**config.mk**
```make
export PLATFORM = sky130hd
export DESIGN_NAME = addsub_pipe
export DESIGN_NICKNAME = d
export VERILOG_FILES = /design/src/rtl/addsub_pkg.sv /design/src/rtl/addsub_stage.sv /design/src/rtl/addsub_pipe.sv
export SDC_FILE = /design/constraint.sdc
export NUM_CORES = 1
export LEC_CHECK = 0
export BUFFER_PORTS_ARGS = -buffer_cell sky130_fd_sc_hd__buf_2
export CAP_MARGIN = 40
export CORE_UTILIZATION = 55
export CTS_BUF_LIST = sky130_fd_sc_hd__clkbuf_8
export DETAILED_ROUTE_END_ITERATION = 16
export PLACE_DENSITY = 0.81
export SLEW_MARGIN = 40
export SYNTH_ARGS = -nofsm -noshare
export SYNTH_HDL_FRONTEND = slang
export SYNTH_HIERARCHICAL = 1
export SYNTH_SLANG_ARGS = --single-unit
export TNS_END_PERCENT = 10
```
**constraint.sdc**
```tcl
create_clock -name clk -period 1.75 [get_ports clk]
set_input_delay 0.175 -clock clk [delete_from_list [all_inputs] [get_ports clk]]
set_output_delay 0.175 -clock clk [all_outputs]
set_load 0.1 [all_outputs]
```
**src/rtl/addsub_pkg.sv**
```systemverilog
// Shared definitions for the pipelined adder/subtractor: operation encodings,
// flag bit positions and the stage-count helper.
package addsub_pkg;

  localparam logic OP_ADD = 1'b0;
  localparam logic OP_SUB = 1'b1;

  // Bit positions of the flags inside the internal flag vector.
  localparam int FLAG_Z    = 0;
  localparam int FLAG_OV   = 1;
  localparam int FLAG_CO   = 2;
  localparam int NUM_FLAGS = 3;

  // Number of CHUNK-bit slices needed to cover WIDTH bits.
  function automatic int stages(input int width, input int chunk);
    return (width + chunk - 1) / chunk;
  endfunction

endpackage

```
**src/rtl/addsub_stage.sv**
```systemverilog
// One registered adder slice: sums a W-bit chunk of A and B' plus a carry-in
// and registers sum, carry-out and the beat's valid bit when enabled.
module addsub_stage #(
  parameter int W = 4
) (
  input  logic         clk,
  input  logic         rst_n,
  input  logic         en_i,
  input  logic         valid_i,
  input  logic [W-1:0] a_i,
  input  logic [W-1:0] b_i,
  input  logic         cin_i,
  output logic         valid_o,
  output logic [W-1:0] sum_o,
  output logic         cout_o
);

  logic [W:0]   full_d;
  logic         valid_q;
  logic [W-1:0] sum_q;
  logic         cout_q;

  // Chunk sum with one extra bit to capture the carry out.
  always_comb begin
    full_d = {1'b0, a_i} + {1'b0, b_i} + {{W{1'b0}}, cin_i};
  end

  // Slice register; holds its contents whenever the pipeline is frozen.
  always_ff @(posedge clk or negedge rst_n) begin
    if (!rst_n) begin
      valid_q <= 1'b0;
      sum_q   <= '0;
      cout_q  <= 1'b0;
    end else if (en_i) begin
      valid_q <= valid_i;
      sum_q   <= full_d[W-1:0];
      cout_q  <= full_d[W];
    end
  end

  assign valid_o = valid_q;
  assign sum_o   = sum_q;
  assign cout_o  = cout_q;

endmodule

```
**src/rtl/addsub_pipe.sv**
```systemverilog
// Pipelined two's-complement adder/subtractor. The carry chain is cut into
// CHUNK-bit slices, one register stage each; upper operand chunks are skewed
// so each slice sees its carry one cycle after the slice below produced it,
// and finished lower result chunks ride along with the wave to align.
// Optional feature macro: ADDSUB_SAT_EN (signed saturation on overflow).
module addsub_pipe
  import addsub_pkg::*;
#(
  parameter int WIDTH = 8,
  parameter int CHUNK = 4
) (
  input  logic             clk,
  input  logic             rst_n,
  input  logic             in_valid,
  output logic             in_ready,
  input  logic             Ctrl,
  input  logic [WIDTH-1:0] A,
  input  logic [WIDTH-1:0] B,
  output logic             out_valid,
  input  logic             out_ready,
  output logic [WIDTH-1:0] S,
  output logic             Co,
  output logic             Ov,
  output logic             Z
);

  localparam int STAGES = stages(WIDTH, CHUNK);

  // Handshake: a beat transfers on a rising edge where valid && ready.
  // The pipeline advances (adv) whenever the output slot is empty or being
  // consumed; in_ready equals adv, so out_valid && !out_ready freezes every
  // register including the result, and bubbles travel like ordinary beats.
  logic adv;
  assign adv      = !out_valid || out_ready;
  assign in_ready = adv;

  logic [WIDTH-1:0] b_eff;
  logic             cin0;
  assign b_eff = (Ctrl == OP_SUB) ? ~B : B;
  assign cin0  = (Ctrl == OP_SUB);

  logic [STAGES-1:0] vld;
  logic [STAGES-1:0] cout;
  logic [WIDTH-1:0]  part [STAGES];
  logic [1:0]        top_ab;
  logic              a_msb_q;
  logic              b_msb_q;

  for (genvar k = 0; k < STAGES; k++) begin : g_st
    localparam int LO = k * CHUNK;
    localparam int CW = ((WIDTH - LO) < CHUNK) ? (WIDTH - LO) : CHUNK;

    logic [CW-1:0] a_k;
    logic [CW-1:0] b_k;
    logic [CW-1:0] sum_k;
    logic          cin_k;
    logic          vin_k;

    if (k == 0) begin : g_first
      assign a_k     = A[CW-1:0];
      assign b_k     = b_eff[CW-1:0];
      assign cin_k   = cin0;
      assign vin_k   = in_valid;
      assign part[0] = WIDTH'(sum_k);
    end else begin : g_skew
      logic [CW-1:0] a_dly_q [k];
      logic [CW-1:0] b_dly_q [k];
      logic [LO-1:0] lo_q;

      // Operand skew line (k cycles) and lower-result alignment register.
      always_ff @(posedge clk or negedge rst_n) begin
        if (!rst_n) begin
          for (int j = 0; j < k; j++) begin
            a_dly_q[j] <= '0;
            b_dly_q[j] <= '0;
          end
          lo_q <= '0;
        end else if (adv) begin
          a_dly_q[0] <= A[LO +: CW];
          b_dly_q[0] <= b_eff[LO +: CW];
          for (int j = 1; j < k; j++) begin
            a_dly_q[j] <= a_dly_q[j-1];
            b_dly_q[j] <= b_dly_q[j-1];
          end
          lo_q <= part[k-1][LO-1:0];
        end
      end

      assign a_k     = a_dly_q[k-1];
      assign b_k     = b_dly_q[k-1];
      assign cin_k   = cout[k-1];
      assign vin_k   = vld[k-1];
      assign part[k] = WIDTH'({sum_k, lo_q});
    end

    if (k == STAGES - 1) begin : g_msb
      assign top_ab = {a_k[CW-1], b_k[CW-1]};
    end

    addsub_stage #(.W(CW)) u_stage (
      .clk     (clk),
      .rst_n   (rst_n),
      .en_i    (adv),
      .valid_i (vin_k),
      .a_i     (a_k),
      .b_i     (b_k),
      .cin_i   (cin_k),
      .valid_o (vld[k]),
      .sum_o   (sum_k),
      .cout_o  (cout[k])
    );
  end

  // Operand sign bits of the top slice, captured alongside its sum for Ov.
  always_ff @(posedge clk or negedge rst_n) begin
    if (!rst_n) begin
      a_msb_q <= 1'b0;
      b_msb_q <= 1'b0;
    end else if (adv) begin
      a_msb_q <= top_ab[1];
      b_msb_q <= top_ab[0];
    end
  end

  logic [WIDTH-1:0] s_raw;
  logic [WIDTH-1:0] s_fin;
  logic             ov_raw;

  assign out_valid = vld[STAGES-1];
  assign s_raw     = part[STAGES-1];
  // Same-sign operands producing a different-sign result: carry into the MSB
  // differs from carry out of it.
  assign ov_raw    = (a_msb_q == b_msb_q) && (s_raw[WIDTH-1] != a_msb_q);

`ifdef ADDSUB_SAT_EN
  localparam logic [WIDTH-1:0] SMAX = {1'b0, {(WIDTH-1){1'b1}}};
  localparam logic [WIDTH-1:0] SMIN = {1'b1, {(WIDTH-1){1'b0}}};

  // Clamp on overflow; a wrapped negative result means the true value was positive.
  always_comb begin
    s_fin = s_raw;
    if (ov_raw) s_fin = s_raw[WIDTH-1] ? SMAX : SMIN;
  end
`else
  assign s_fin = s_raw;
`endif

  logic [NUM_FLAGS-1:0] flags;

  // Flags are only asserted alongside a valid result; Z follows the final S.
  always_comb begin
    flags          = '0;
    flags[FLAG_CO] = out_valid & cout[STAGES-1];
    flags[FLAG_OV] = out_valid & ov_raw;
    flags[FLAG_Z]  = out_valid & ~|s_fin;
  end

  assign S  = s_fin;
  assign Co = flags[FLAG_CO];
  assign Ov = flags[FLAG_OV];
  assign Z  = flags[FLAG_Z];

endmodule
```
# Yosys cells after proc, flatten, opt, wreduce, memory -nomap -nowiden
# Index checks and enable logic that the tools add are counted.
dict set report word_totals {
  register_bits 26
  input_bits 21
  output_inout_bits 13
  word_cells 27
}
dict set report op_classes {
  add_sub_neg 4
  eq_ne 2
  n_mux 1
  bitwise 4
  reduce_logical 5
}
# operator count
set op_table {}
lappend op_table {{$add 4x4->5} 2}
lappend op_table {{$add 5x1->5} 2}
lappend op_table {{$mux 8} 1}
lappend op_table {{$not 8->8} 1}
lappend op_table {{$reduce_or 8->1} 1}
lappend op_table {{$and 1x1->1} 3}
lappend op_table {{$logic_not 1->1} 2}
lappend op_table {{$eq 1x1->1} 1}
lappend op_table {{$logic_and 1x1->1} 1}
lappend op_table {{$logic_or 1x1->1} 1}
lappend op_table {{$ne 1x1->1} 1}

# Depth between registers and ports, before layout
dict set report depth {
  ltp_word 4
  ltp_mapped 8
  depth_no_buf 7
}

# Hierarchy
# The synthesis kept the hierarchy.
# mod instances cells_each area_each_um2 seq_area_each_um2
set modules_own_cells {}
lappend modules_own_cells {addsub_stage 2 34 392.9 150.1}
lappend modules_own_cells {addsub_pipe 1 48 706.9 350.3}

# Least setup slack after synthesis
# Ideal clock, no wire load.
dict set report synth_path {
  path_kind {reg-to-output}
  start {register g_st[1].u_stage.sum_q[3]}
  end {output port Ov}
  arrival_time_ns 3.602
  required_ns 1.575
  slack_ns -2.027
  stages_incl_launch_ff 3
  path_buffers 0
  cell_sequence {dfrtp_1 > or3b_2 > a21boi_0}
}
dict set report synth_between {
  elab_chain_len 3
}
# element line
set synth_lines {}
lappend synth_lines {{start, declared} addsub_stage.sv:20} ;# logic [W-1:0] sum_q;
lappend synth_lines {{start signal, assigned} addsub_stage.sv:36} ;# sum_q <= full_d[W-1:0];
lappend synth_lines {{$ne 1x1->1} addsub_pipe.sv:133} ;# assign ov_raw = (a_msb_q == b_msb_q) && (s_raw[WIDTH-1] != a_msb_q);
lappend synth_lines {{$logic_and 1x1->1} addsub_pipe.sv:133}
lappend synth_lines {{$and 1x1->1} addsub_pipe.sv:154} ;# flags[FLAG_OV] = out_valid & ov_raw;
lappend synth_lines {{end, declared} addsub_pipe.sv:23} ;# output logic Ov,
# Every way passes these cells.

# Final worst setup path
dict set report layout_path {
  start {register g_st[1].u_stage.valid_q}
  end {output port in_ready}
}
dict set report layout_between {
  elab_chain_len 2
}
# element line
set layout_lines {}
lappend layout_lines {{start, declared} addsub_stage.sv:19} ;# logic valid_q;
lappend layout_lines {{start signal, assigned} addsub_stage.sv:35} ;# valid_q <= valid_i;
lappend layout_lines {{$logic_not 1->1} addsub_pipe.sv:34} ;# assign adv = !out_valid || out_ready;
lappend layout_lines {{$logic_or 1x1->1} addsub_pipe.sv:34}
lappend layout_lines {{end, declared} addsub_pipe.sv:15} ;# output logic in_ready,
# Every way passes these cells.

==> results.toml <==
[outcome]
status = "complete, no violations"

[finish]
antenna_cells = 0
drive_gt1_frac = 0.458
fin_nets = 187
final_cell_mix = "30 x buf_2, 24 x dfrtp_1, 12 x inv_1, 11 x mux2_2, 9 x mux2_4"
final_common_cell = "buf_2"
syn2layout_area_growth_pct = 22.0
fin_cells = 185

[power_and_ir_drop]
clockPowerShare = 0.128
swShare = 0.501
p_seq_frac = 0.323
p_comb_frac = 0.549
p_switching_uw = 1500
leakagePower_uw = 0.000897
vdd_drop_max_v = 0.00122
powerDensity_mw_per_mm2 = 1640
power.total_uw = 2980
power.internal_uw = 1490

[routing]
drt_iter0_markers = 6
drtPass1Iterations = 4
ant_nets = 0
routed_wl_microns = 2890
vias_per_cell = 5.50
routedWlPerCell_microns = 15.6
drc = 0
vias = 1017

[worst_setup_path]
end_kind = "primary output"
startpoint_type = "flip-flop"
cp.arrival_ns = 1.48
reg2reg_slack_ns = 0.1
r2r_cells = 5
critPathRequiredTime_ns = 1.57
path_class = "flip-flop to primary output"
cp_max_fo = 14

[timing]
hold_ws_ns = 0.136
max_freq_mhz = 605
hold_viol_final = 0
min_period_over_period = 0.944
period_needed_ns = 1.65
setup_viol_count_final = 0
rsz0062_at_grt = "false"
slew_headroom = 0.631
fin_skew_ns = 0.00365
slew_violations = 0
worst_pin_slew_ns = 0.554
fin_ws_ns = 0.0982

[floorplan]
core_area_sq_mm = 0.00252
io_pins = 34
fp-row-count = 18
start_util = 0.592
die_w_microns = 54.1
die-area_sq_mm = 0.00293
die_y_microns = 54.1

[synthesis]
synthArstFlopShare = 1.00
synth_ff_type = "dfrtp_1"
yosys.area.top_type = "dfrtp_1"
synth_top_area_frac = 0.436
synthCells = 116
synth_nets = 147
synth_area_leaders = "dfrtp_1 44%, mux2_4 9.1%, mux2_2 8.3%, fa_1 5.4%, ha_1 5.0%"
ys_warn_count = 6
synth-seq-area-share = 0.436
postSynthAreaPerCell_sq_um = 12.9
synth-edff-count = 0
synth.ff_latch_count = 26
synth.distinct_cells = 30
synth_area_sq_mm = 0.00149

[cts]
post-cts-setup-buffer-count = 0
clockRootBuffer = "clkbuf_8"
htreeDepth = 1
cts_buffers = 3
worstSkewPairLatency_ns = 0.27
cts_buffer_depth = 2
clk_pin_slew_worst_paths_ns = 0.09
clock-sinks = 26
cts_tree = "yes"

[global_routing]
grt_max_degree = 27
grt_pass1_wl_microns = 4690
antenna_found_initial = 0
overflow = 0
track_usage = 0.231
grt_pass1_vias = 1064

[worst_hold_path]
hp-class = "primary input to flip-flop"
whs_path_depth = 2

[placed_design]
dp_hpwl_microns = 2250
pre_cts_slack_ns = 0.0218
dp_cells = 180
portBuffers = 33
routabilityCongestion = 0.748

[job]
cap_viol_max_count = 0
[critical path: stages, from the launching register on]
cell and delay, ns:
dfrtp_4 0.52, nand2b_1 0.21, buf_4 0.28, buf_12 0.20
[final cells by class]
cell class	instances	area [sq um]
well taps	30	37.5
repair buffers	40	265
flip-flops and latches	26	658
fillers	198	701
clock buffers	4	55.1
inverters	12	45.0
multi-input cells	73	761
[registers in the layout (all words and copies together) (netlist names)]
signal                cells
g_st.u_stage/cout_o       2
g_st.b_k                  4
g_st.u_stage/sum_o        8
g_st.a_k                  4
g_st.g_skew.lo_q          4
b_msb_q                   1
g_st.u_stage/valid_o      2
a_msb_q                   1
[synthesized netlist by cell type (2+ instances only)]
cell type	number
mux2_4	9
a21oi_1	2
dfrtp_1	26
and4bb_1	2
nor2_1	4
ha_1	6
a31oi_1	2
nand4b_1	2
nand3_1	2
mux2i_1	2
xor2_1	8
mux2_2	11
fa_1	4
buf_6	3
inv_1	12
o21ai_0	2
o211ai_1	2
nor2b_1	2
and2b_4	2
a311oi_1	2
xnor2_1	2
[what timing repair did]
item,CTS,global route
hold endpoints to repair,26,0
setup endpoints to repair,0,1
hold buffers,1,0
resized for setup,0,1
[path summary, 6_finish.rpt]
kind | start | endpoint
setup / recovery | g_st[1].u_stage/valid_o$_DFFE_PN0P_ | in_ready
hold / removal | A[5] | g_st[1].a_k[1]$_DFFE_PN0P_
setup reg to reg | g_st[1].a_k[0]$_DFFE_PN0P_ | g_st[1].u_stage/sum_o[2]$_DFFE_PN0P_
hold reg to reg | g_st[0].u_stage/sum_o[3]$_DFFE_PN0P_ | g_st[1].g_skew.lo_q[3]$_DFFE_PN0P_
max in group asynchronous | rst_n | g_st[1].u_stage/sum_o[3]$_DFFE_PN0P_
min in group asynchronous | rst_n | g_st[1].b_k[2]$_DFFE_PN0P_
[logic make-up after synthesis]
| family | synth area share |
|---|---|
| muxes | 0.187 |
| adders and majority gates | 0.104 |
| xor gates and xnor gates | 0.0587 |
| DFF | 0.436 |
| AOI/OAI and AO/OA | 0.0486 |
| buffers and inverters | 0.0696 |
| and+or+nand+nor | 0.0964 |
[per-stage QoR]
stage,util,cell area [sq um],setup TNS (ns)
after floorplan,-,1520,-0.133
after global placement,0.694,1750,0
after detailed placement,0.694,1750,0
after CTS,0.720,1820,0
after global routing,0.722,1820,0
final,0.722,1820,0
[layer usage]
| layer | GRT usage | wire (microns) | vias up |
|---|---|---|---|
| met5 | 0 | 0 | - |
| met2 | 0.409 | 1600 | 34 |
| met3 | 0.0367 | 97 | 6 |
| met1 | 0.258 | 1140 | 500 |
| met4 | 0.137 | 58 | 0 |
| li1 | - | - | 477 |
[power groups by stage]
stage | combinational, uW | sequential, uW | clock, uW
final | 1640 | 963 | 381
after CTS | 1640 | 956 | 387
after global placement | 1590 | 949 | 0
after global routing | 1740 | 992 | 405
after detailed placement | 1630 | 968 | 0
after floorplan | 681 | 1600 | 0
Note: power is estimated with default switching activity, not from simulation.
